File: src/rtl/instr_register_pkg.sv
// Shared types for the instruction register and its readback drain.
// Holds the result rules used by the optional INSTR_READBACK_CHECK_EN checker.
package instr_register_pkg;

    localparam int ADDR_W = 5;
    localparam int CNT_W  = 6;

    typedef enum logic [2:0] {
        ZERO, PASSA, PASSB, ADD, SUB, MULT, DIV, MOD
    } opcode_t;

    typedef logic signed [31:0]       operand_t;
    typedef logic signed [63:0]       rezultat_t;
    typedef logic [ADDR_W-1:0]        address_t;

    typedef struct packed {
        opcode_t   opc;
        operand_t  op_a;
        operand_t  op_b;
        rezultat_t rez;
    } instruction_t;

    typedef enum logic [1:0] {
        IDLE, ISSUE, FLUSH
    } readback_state_t;

    function automatic rezultat_t calc_result(
        input opcode_t  opc,
        input operand_t a,
        input operand_t b
    );
        rezultat_t wa;
        rezultat_t wb;
        rezultat_t res;
        wa = rezultat_t'(a);
        wb = rezultat_t'(b);
        case (opc)
            ZERO:    res = '0;
            PASSA:   res = wa;
            PASSB:   res = wb;
            ADD:     res = wa + wb;
            SUB:     res = wa - wb;
            MULT:    res = wa * wb;
            // Division by zero yields 0 rather than X.
            DIV:     res = (wb == '0) ? '0 : wa / wb;
            MOD:     res = (wb == '0) ? '0 : wa % wb;
            default: res = '0;
        endcase
        return res;
    endfunction

endpackage

File: src/rtl/readback_fifo.sv
// First-word-fall-through FIFO buffering captured words for the consumer.
// Head entry is visible on o_dout whenever o_empty is low.
module readback_fifo #(
    parameter int DEPTH = 4,
    parameter int WIDTH = 8,
    localparam int AW   = $clog2(DEPTH),
    localparam int CW   = AW + 1
) (
    input  logic             i_clk,
    input  logic             i_rst_n,
    input  logic             i_push,
    input  logic [WIDTH-1:0] i_din,
    input  logic             i_pop,
    output logic [WIDTH-1:0] o_dout,
    output logic             o_empty,
    output logic             o_full,
    output logic [CW-1:0]    o_count
);

    logic [WIDTH-1:0] r_mem [DEPTH];
    logic [AW-1:0]    r_wr;
    logic [AW-1:0]    r_rd;
    logic [CW-1:0]    r_count;
    logic             w_pop;

    assign w_pop   = i_pop && !o_empty;
    assign o_dout  = r_mem[r_rd];
    assign o_empty = (r_count == '0);
    assign o_full  = (r_count == CW'(DEPTH));
    assign o_count = r_count;

    always_ff @(posedge i_clk or negedge i_rst_n) begin
        if (!i_rst_n) begin
            for (int i = 0; i < DEPTH; i++) begin
                r_mem[i] <= '0;
            end
            r_wr    <= '0;
            r_rd    <= '0;
            r_count <= '0;
        end else begin
            if (i_push) begin
                r_mem[r_wr] <= i_din;
                r_wr        <= r_wr + 1'b1;
            end
            if (w_pop) begin
                r_rd <= r_rd + 1'b1;
            end
            case ({i_push, w_pop})
                2'b10:   r_count <= r_count + 1'b1;
                2'b01:   r_count <= r_count - 1'b1;
                default: r_count <= r_count;
            endcase
        end
    end

    a_no_overflow: assert property (
        @(posedge i_clk) disable iff (!i_rst_n)
        !(i_push && o_full && !w_pop)
    );

endmodule

File: src/rtl/instr_readback.sv
// Drains a window of instr_register into a FWFT FIFO over valid/ready.
// INSTR_READBACK_CHECK_EN adds a result checker driving mismatch.
module instr_readback
    import instr_register_pkg::*;
#(
    parameter int FIFO_DEPTH = 4,
    parameter int NUM_REGS   = 32
) (
    input  logic             clk,
    input  logic             reset_n,
    input  logic             start,
    input  address_t         first_addr,
    input  logic [CNT_W-1:0] count,
    output address_t         read_pointer,
    input  instruction_t     instruction_word,
    output logic             out_valid,
    input  logic             out_ready,
    output instruction_t     out_word,
    output address_t         out_addr,
    output logic             busy,
    output logic             done,
    output logic             mismatch
);

    localparam int CW = $clog2(FIFO_DEPTH) + 1;
    localparam int DW = $bits(instruction_t) + ADDR_W;

    readback_state_t  r_state;
    address_t         r_rd_ptr;
    address_t         r_tag;
    logic [CNT_W-1:0] r_remain;
    logic             r_inflight;

    logic [CW-1:0]    w_fifo_count;
    logic [CW-1:0]    w_occ;
    logic             w_empty;
    logic             w_full;
    logic             w_issue;
    logic             w_pop;
    logic             w_last;
    logic [CNT_W-1:0] w_cnt;
    address_t         w_ptr_next;
    logic [DW-1:0]    w_dout;

    assign w_cnt = (count > CNT_W'(NUM_REGS)) ? CNT_W'(NUM_REGS) : count;

    // Reserve a FIFO slot for the word still on its way from the register.
    assign w_occ   = w_fifo_count + CW'(r_inflight);
    assign w_issue = (r_state == ISSUE) && (w_occ < CW'(FIFO_DEPTH));
    assign w_pop   = !w_empty && out_ready;

    assign w_ptr_next = (r_rd_ptr == address_t'(NUM_REGS - 1)) ?
                        '0 : r_rd_ptr + 1'b1;

    // Empty in FLUSH only happens for a zero-length drain.
    assign w_last = (r_state == FLUSH) && !r_inflight &&
                    (w_empty || (w_fifo_count == CW'(1) && w_pop));

    always_ff @(posedge clk or negedge reset_n) begin
        if (!reset_n) begin
            r_state    <= IDLE;
            r_rd_ptr   <= '0;
            r_tag      <= '0;
            r_remain   <= '0;
            r_inflight <= 1'b0;
        end else begin
            r_inflight <= w_issue;
            r_tag      <= r_rd_ptr;
            case (r_state)
                IDLE: begin
                    if (start) begin
                        r_rd_ptr <= first_addr;
                        r_remain <= w_cnt;
                        r_state  <= (w_cnt == '0) ? FLUSH : ISSUE;
                    end
                end
                ISSUE: begin
                    if (w_issue) begin
                        r_rd_ptr <= w_ptr_next;
                        r_remain <= r_remain - 1'b1;
                        if (r_remain == CNT_W'(1)) begin
                            r_state <= FLUSH;
                        end
                    end
                end
                FLUSH: begin
                    if (w_last) begin
                        r_state <= IDLE;
                    end
                end
                default: r_state <= IDLE;
            endcase
        end
    end

    readback_fifo #(
        .DEPTH (FIFO_DEPTH),
        .WIDTH (DW)
    ) u_fifo (
        .i_clk   (clk),
        .i_rst_n (reset_n),
        .i_push  (r_inflight),
        .i_din   ({instruction_word, r_tag}),
        .i_pop   (w_pop),
        .o_dout  (w_dout),
        .o_empty (w_empty),
        .o_full  (w_full),
        .o_count (w_fifo_count)
    );

    assign read_pointer = r_rd_ptr;
    assign out_valid    = !w_empty;
    assign out_word     = w_dout[DW-1:ADDR_W];
    assign out_addr     = w_dout[ADDR_W-1:0];
    assign busy         = (r_state != IDLE);
    assign done         = w_last;

`ifdef INSTR_READBACK_CHECK_EN
    logic r_mismatch;

    always_ff @(posedge clk or negedge reset_n) begin
        if (!reset_n) begin
            r_mismatch <= 1'b0;
        end else begin
            r_mismatch <= w_pop && (out_word.rez != calc_result(
                out_word.opc, out_word.op_a, out_word.op_b));
        end
    end

    assign mismatch = r_mismatch;
`else
    assign mismatch = 1'b0;
`endif

endmodule

File: config.mk
export PLATFORM = sky130hd
export DESIGN_NAME = instr_readback
export DESIGN_NICKNAME = d
export VERILOG_FILES = /design/src/rtl/instr_register_pkg.sv /design/src/rtl/readback_fifo.sv /design/src/rtl/instr_readback.sv
export SDC_FILE = /design/constraint.sdc
export NUM_CORES = 1
export LEC_CHECK = 0
export BUFFER_PORTS_ARGS = -buffer_cell sky130_fd_sc_hd__buf_4
export CORE_ASPECT_RATIO = 0.6
export CORE_UTILIZATION = 25
export DETAILED_ROUTE_END_ITERATION = 10
export GPL_ROUTABILITY_DRIVEN = 0
export GPL_TIMING_DRIVEN = 0
export HOLD_SLACK_MARGIN = 0.05
export MAX_ROUTING_LAYER = met4
export SYNTH_ARGS = -nofsm -noshare
export SYNTH_HDL_FRONTEND = slang
export SYNTH_SLANG_ARGS = --single-unit
File: constraint.sdc
create_clock -name clk -period 1.9 [get_ports clk]
set_input_delay 0.095 -clock clk [delete_from_list [all_inputs] [get_ports clk]]
set_output_delay 0.095 -clock clk [all_outputs]
set_load 0.02 [all_outputs]
==> results of run 1 <==
[power by group]
group	internal, mW	total, mW	leakage [nW]	switching, mW
clock network	7.49	12.5	1.01	4.99
logic	20.0	35.9	6.64	15.9
registers	18.5	21.7	6.64	3.16
[layer usage]
metal | part of all wire (%) | vias to the layer above | wire, um
met1 | 44 | 7995 | 30700
met4 | 2.4 | 0 | 1670
met3 | 4.9 | 92 | 3370
met2 | 48 | 293 | 33400
met5 | 0 | - | 0
li1 | - | 6612 | -
[per-stage QoR]
stage	instances	utilization, %	TNS, ns	power, mW
floorplan	1465	-	0	41.4
global placement	3073	29.1	-3004.49	51.4
detailed placement	3077	29.3	-194.02	52.9
CTS	3369	34.3	-64.26	70.4
global route	3373	34.6	-61.48	73.8
finish	3374	34.6	-46.00	70.0
[state kept, by name, indices dropped and copies added (netlist names), 2 cells and up]
signal          count
u_fifo.r_rd         2
u_fifo.r_wr         2
r_state             2
u_fifo.r_mem      544
r_tag               5
u_fifo.o_count      3
r_remain            6
read_pointer        5
[area by class of cell]
class,instances,area share [%]
Timing Repair Buffer,487,14.6
Antenna cell,6,0.0441
Inverter,12,0.132
Sequential cell,570,41.9
Tap cell,1319,4.85
Clock inverter,19,0.919
Clock buffer,85,5.19
Buffer,86,2.48
Multi-Input combinational cell,790,29.9
[Yosys cell counts, drive strengths merged]
cell type  number
nor2            8
and3            2
ha             13
xnor2           4
nor3b           2
o21a            1
a21boi          1
or4bb           1
o211ai          3
xor2            4
and2            2
nand2          12
nand3b          1
or3             1
mux4          136
or4             1
o41ai           1
o2bb2ai         1
a22o            2
dfrtp         570
clkbuf         13
a31oi           4
nand3           4
nand4           1
conb            1
nor2b           2
nor3            2
o221ai          2
buf            81
nor4            3
nor4b           2
mux2          547
o31ai           2
a2bb2oi         1
mux2i           5
nand2b          4
a21oi           4
o22ai           3
o21ai           4
a211o           2
inv            12
[worst paths after layout]
kind	slack [ns]	cells past startpoint	end
setup / recovery	-0.40	5	out_word[59]
hold / removal	0.09	2	u_fifo.r_mem[415]$_DFFE_PN0P_
setup reg to reg	0.07	5	u_fifo.r_mem[133]$_DFFE_PN0P_
hold reg to reg	0.46	0	r_tag[0]$_DFF_PN0_
max in group asynchronous	0.36	4	read_pointer[0]$_DFFE_PN0P_
min in group clk	0.28	3	u_fifo.r_mem[370]$_DFFE_PN0P_
[cells by family after synthesis]
family | after synthesis | synth area share, %
XOR/XNOR | 8 | 0.312
other | 1 | 0.0151
flip-flops | 570 | 57.4
AND/OR/NAND/NOR | 48 | 1.13
adder cells (fa/ha/maj) | 13 | 0.654
multiplexers | 688 | 37.3
buffers and inverters | 106 | 2.30
AO/OA/AOI/OAI | 31 | 0.911
[repair_timing]
item | 4_1_cts | 5_1_grt
setup buffers | 38 | 3
gates resized for setup | 242 | 73
cloned | 8 | 7
endpoints found under the hold margin | 646 | 0
endpoints found under the setup margin | 684 | 621
pin swaps | 6 | 4
hold buffers | 146 | 0
==> impl_metrics.py, run 1 <==
metrics = {
    "drt": {
        "drt_wl_total_mm": 69.1,
        "initialDrtViolationCount": 651,
        "drc": 0,
        "post_drt_wl_per_cell_um": 20.5,
        "antenna_left": 0,
        "via_count": 15000,
        "dr.pass1.iters": 4,
        "viasPerCell": 4.44,
    },
    "clocking": {
        "cts_tree": "yes",
        "htreeDepth": 2,
        "clockRootBuffer": "clkbuf_16",
        "clk_path_buf_depth": 3,
        "clkLatencyLatePin_ns": 0.62,
        "path_clk_slew_ns": 0.06,
        "clock_sinks": 570,
        "numCtsBuffers": 59,
    },
    "timing": {
        "timing.slew.headroom_pct": 57.2,
        "setup_viol": 136,
        "hold_viol_final": 0,
        "finalCritPeriodShare_pct": 121,
        "fin_crit_ns": 2.30,
        "worst_pin_slew_ns": 0.641,
        "skew_ns": 0.0178,
        "slew_violations": 0,
        "rsz0062_at_grt": "yes",
        "fin_ws_ns": -0.405,
        "fmax_mhz": 434,
        "holdWs_ns": 0.0873,
    },
    "worst_setup_path": {
        "reg2reg_from": "u_fifo.r_wr[0]$_DFFE_PN0P_",
        "crit_path_start_kind": "register",
        "cp-startpoint": "u_fifo.r_rd[0]$_DFFE_PN0P_",
        "path_delay_family": "buffers and inverters",
        "required_ns": 1.80,
        "path_class": "register to output pin",
        "path_cells": "buf_12 > buf_8 > clkbuf_16 > mux4_2 > buf_6",
        "cpPeakStageDelay_ns": 0.50,
        "crit_arrival_ns": 2.21,
        "endpoint_kind": "output pin",
        "crit_fanout": 7,
        "cp_num_buf_inv": 4,
        "crit_slowest_cell": "mux4_2",
    },
    "die": {
        "pin_count": 291,
        "row_count": 89,
        "dieArea_um2": 101000,
        "start_util_pct": 25.3,
        "die_h_um": 246,
        "fp.dieW_um": 409,
        "core_um2": 98400,
    },
    "placement": {
        "dp_slack_ns": -1.04,
        "place_hpwl_mm": 46.1,
        "io_buffers": 289,
        "placed_area_um2": 28800,
    },
    "yosys": {
        "yosys_register_bits": 570,
        "synth_warnings": 0,
        "synthDominantCellAreaShare_pct": 57.4,
        "synth_area_leaders": "dfrtp_1 57%, mux2_2 25%, mux4_2 12%, buf_4 0.94%, buf_2 0.91%",
        "syn_area_per_cell_um2": 17.0,
        "synth_cells": 1465,
        "synth_fp_nets": 1624,
        "yosys.area.top_type": "dfrtp_1",
        "synth_cell_types": 47,
        "yosysSeqAreaShare_pct": 57.4,
        "netlist_area_um2": 24900,
    },
    "grt": {
        "grt_first_pass_wirelength_mm": 103,
        "met2_usage_pct": 21.9,
        "grt_max_degree": 131,
        "grt_remaining_overflow": 0,
        "antenna_found_initial": 5,
        "gr-usage-met3_pct": 2.75,
        "grt.busiest_layer": "met2",
        "track_usage_pct": 13.8,
        "grt_pass1_vias": 16800,
        "use_met1_pct": 17.9,
    },
    "final_layout": {
        "fin_nets": 2165,
        "nFillCells": 9316,
        "multi_input_area_um2": 10200,
        "final_area_um2": 34000,
        "final_cell_mix": "565 x dfrtp_1, 545 x mux2_2, 181 x buf_4",
        "final_common_cell": "dfrtp_1",
        "seq_area_um2": 14300,
        "area_growth_pct": 37.0,
        "drive_above_1_share_pct": 59.8,
    },
    "min_path": {
        "min_path_type": "input port to async pin",
    },
    "status": {
        "failed_checks": "negative setup slack",
        "outcome": "finished, violations left",
    },
    "job": {
        "cap_viol_max_count": 0,
    },
    "pwr": {
        "p_per_area_nw_per_um2": 2060,
        "cellLeakagePower_nw": 14.3,
        "vdd_ir_drop_max_uv": 1370,
    },
}
Power figures use the tool's default switching activity.
==> run 2: changes to the inputs <==
--- a/config.mk
+++ b/config.mk
@@ -7,6 +7,7 @@
 export LEC_CHECK = 0
 export BUFFER_PORTS_ARGS = -buffer_cell sky130_fd_sc_hd__buf_4
 export CORE_ASPECT_RATIO = 0.6
+export CORE_MARGIN = 2
 export CORE_UTILIZATION = 25
 export DETAILED_ROUTE_END_ITERATION = 10
 export GPL_ROUTABILITY_DRIVEN = 0
==> run 2 against run 1 <==
Against the previous run:
- global-route usage fell by 0.095 points
- cell count shrank 0.12%
- core utilization hardly changed
- via count up 0.25%
- routed wire length is 0.15% higher
- die area increased by 1.3%
- register-to-register slack about the same
- sequential share of layout area is essentially flat
- flip-flop and latch count stayed put
- first-iteration DRC count increased by 19%
- clock skew grew 0.0061 ns
- the run ends with negative hold slack, negative setup slack left
==> impl_metrics.py, run 2 (synthesis gave the netlist of run 1 again) <==
metrics = {
    "timing": {
        "worst_pin_slew_ns": 0.864,
        "rsz0062_at_grt": "yes",
        "tns_ns": -48.16,
        "slew_violations": 0,
        "timing.slew.headroom_pct": 42.4,
        "hold_viol_final": 106,
        "fmax_mhz": 434,
        "skew_ns": 0.0239,
        "holdWs_ns": -0.450,
        "setup_viol": 136,
        "fin_crit_ns": 2.30,
        "finalCritPeriodShare_pct": 121,
        "fin_ws_ns": -0.402,
    },
    "clocking": {
        "clock_sinks": 570,
        "numCtsBuffers": 59,
        "clockRootBuffer": "clkbuf_16",
        "clk_path_buf_depth": 3,
        "holdBufCountCts": 144,
        "clkLatencyLatePin_ns": 0.62,
        "cts_tree": "yes",
        "path_clk_slew_ns": 0.06,
        "htreeDepth": 2,
    },
    "worst_setup_path": {
        "reg2reg_from": "u_fifo.r_wr[0]$_DFFE_PN0P_",
        "endpoint_kind": "output pin",
        "r2r_end": "u_fifo.r_mem[415]$_DFFE_PN0P_",
        "crit_path_start_kind": "register",
        "required_ns": 1.80,
        "crit_fanout": 5,
        "rrSetupSlack_ns": 0.07,
        "rr_worst_depth": 5,
        "crit_arrival_ns": 2.21,
        "path_class": "register to output pin",
    },
    "die": {
        "fp.dieW_um": 411,
        "core_um2": 98400,
        "dieArea_um2": 102000,
        "pin_count": 291,
        "row_count": 89,
        "die_h_um": 248,
        "start_util_pct": 25.3,
    },
    "grt": {
        "grt_remaining_overflow": 0,
        "use_met1_pct": 17.8,
        "grt_first_pass_wirelength_mm": 104,
        "grt.busiest_layer": "met2",
        "gr-usage-met3_pct": 2.22,
        "grt_pass1_vias": 16800,
        "met2_usage_pct": 22.5,
        "grt_max_degree": 128,
        "antenna_found_initial": 5,
        "track_usage_pct": 13.7,
    },
    "min_path": {
        "min_path_type": "input port to async pin",
    },
    "status": {
        "failed_checks": "negative hold slack, negative setup slack",
        "outcome": "finished, violations left",
    },
    "drt": {
        "dr.pass1.iters": 5,
        "post_drt_wl_per_cell_um": 20.5,
        "drc": 0,
        "initialDrtViolationCount": 772,
        "via_count": 15000,
        "drt_wl_total_mm": 69.2,
        "viasPerCell": 4.46,
        "antenna_left": 0,
    },
    "final_layout": {
        "fin_nets": 2161,
        "fin_cells": 3370,
        "final_area_um2": 34100,
        "top_regs": "u_fifo.r_mem x544, r_remain x6",
        "final_common_cell": "dfrtp_1",
        "regMostFlops": "u_fifo.r_mem",
        "largest_register_ff_count": 544,
        "final_cell_mix": "566 x dfrtp_1, 545 x mux2_2, 177 x buf_4",
        "area_growth_pct": 37.1,
        "drive_above_1_share_pct": 59.7,
    },
    "placement": {
        "place_inst": 3077,
        "placed_area_um2": 28800,
        "io_buffers": 289,
        "place_hpwl_mm": 46.4,
    },
    "pwr": {
        "total_power_mw": 70.4,
        "cellLeakagePower_nw": 14.3,
        "p_per_area_nw_per_um2": 2070,
        "vdd_ir_drop_max_uv": 1390,
    },
    "job": {
        "cap_viol_max_count": 0,
    },
}
==> run 2: metal layers <==
metal	vias to the layer above	part of all wire, %
met5	-	0
met2	296	49
met3	102	3.9
met4	0	2.1
met1	8043	45
li1	6589	-
==> run 2: layout make-up <==
| class | instances | area (um2) |
|---|---|---|
| plain buffers | 92 | 917 |
| inverters | 12 | 45.0 |
| well taps | 1319 | 1650 |
| flip-flops and latches | 570 | 14300 |
| diodes | 3 | 7.51 |
| fillers | 9311 | 64400 |
| repair buffers | 477 | 4950 |
| multi-input cells | 790 | 10100 |
| clock inverters | 20 | 323 |
| clock buffers | 87 | 1770 |
==> run 2: repair_timing <==
item,4_1_cts,5_1_grt
pin swaps,6,3
hold endpoints to repair,645,106
setup endpoints to repair,685,196
cloned,10,6
gates resized for setup,265,40
setup buffers,23,5
==> run 2: worst max path at each step <==
stage | start | endpoint | slack, ns
after floorplan | u_fifo.o_count[0]$_DFFE_PN0P_ | u_fifo.o_count[2]$_DFFE_PN0P_ | 0.09
after global placement | reset_n | u_fifo.r_mem[204]$_DFFE_PN0P_ | -5.16
after detailed placement | u_fifo.r_rd[1]$_DFFE_PN0P_ | out_word[0] | -1.08
after CTS | u_fifo.r_rd[0]$_DFFE_PN0P_ | out_word[5] | -0.52
after global routing | u_fifo.r_rd[0]$_DFFE_PN0P_ | out_word[77] | -0.51
final | u_fifo.r_rd[0]$_DFFE_PN0P_ | out_word[72] | -0.40
==> run 2: report_power, final <==
part           internal (mW)  switching [mW]  leakage (nW)
logic                   20.3            16.0          6.62
registers               18.5            3.15          6.65
clock network           7.41            5.05          1.02
==> run 2: worst max-delay path, cell delays in order, from the launching register on <==
cell and delay, ns:
dfrtp_2 0.38, buf_12 0.14, buf_16 0.15, buf_12 0.12, buf_16 0.13, mux4_2 0.51
buf_6 0.16
==> run 2: stage by stage <==
stage | utilization [%] | setup WS, ns
2_1_floorplan | - | 0.0895
3_3_place_gp | 29.1 | -5.16
6_report | 34.6 | -0.402
3_5_place_dp | 29.3 | -1.08
4_1_cts | 34.4 | -0.524
5_1_grt | 34.6 | -0.508
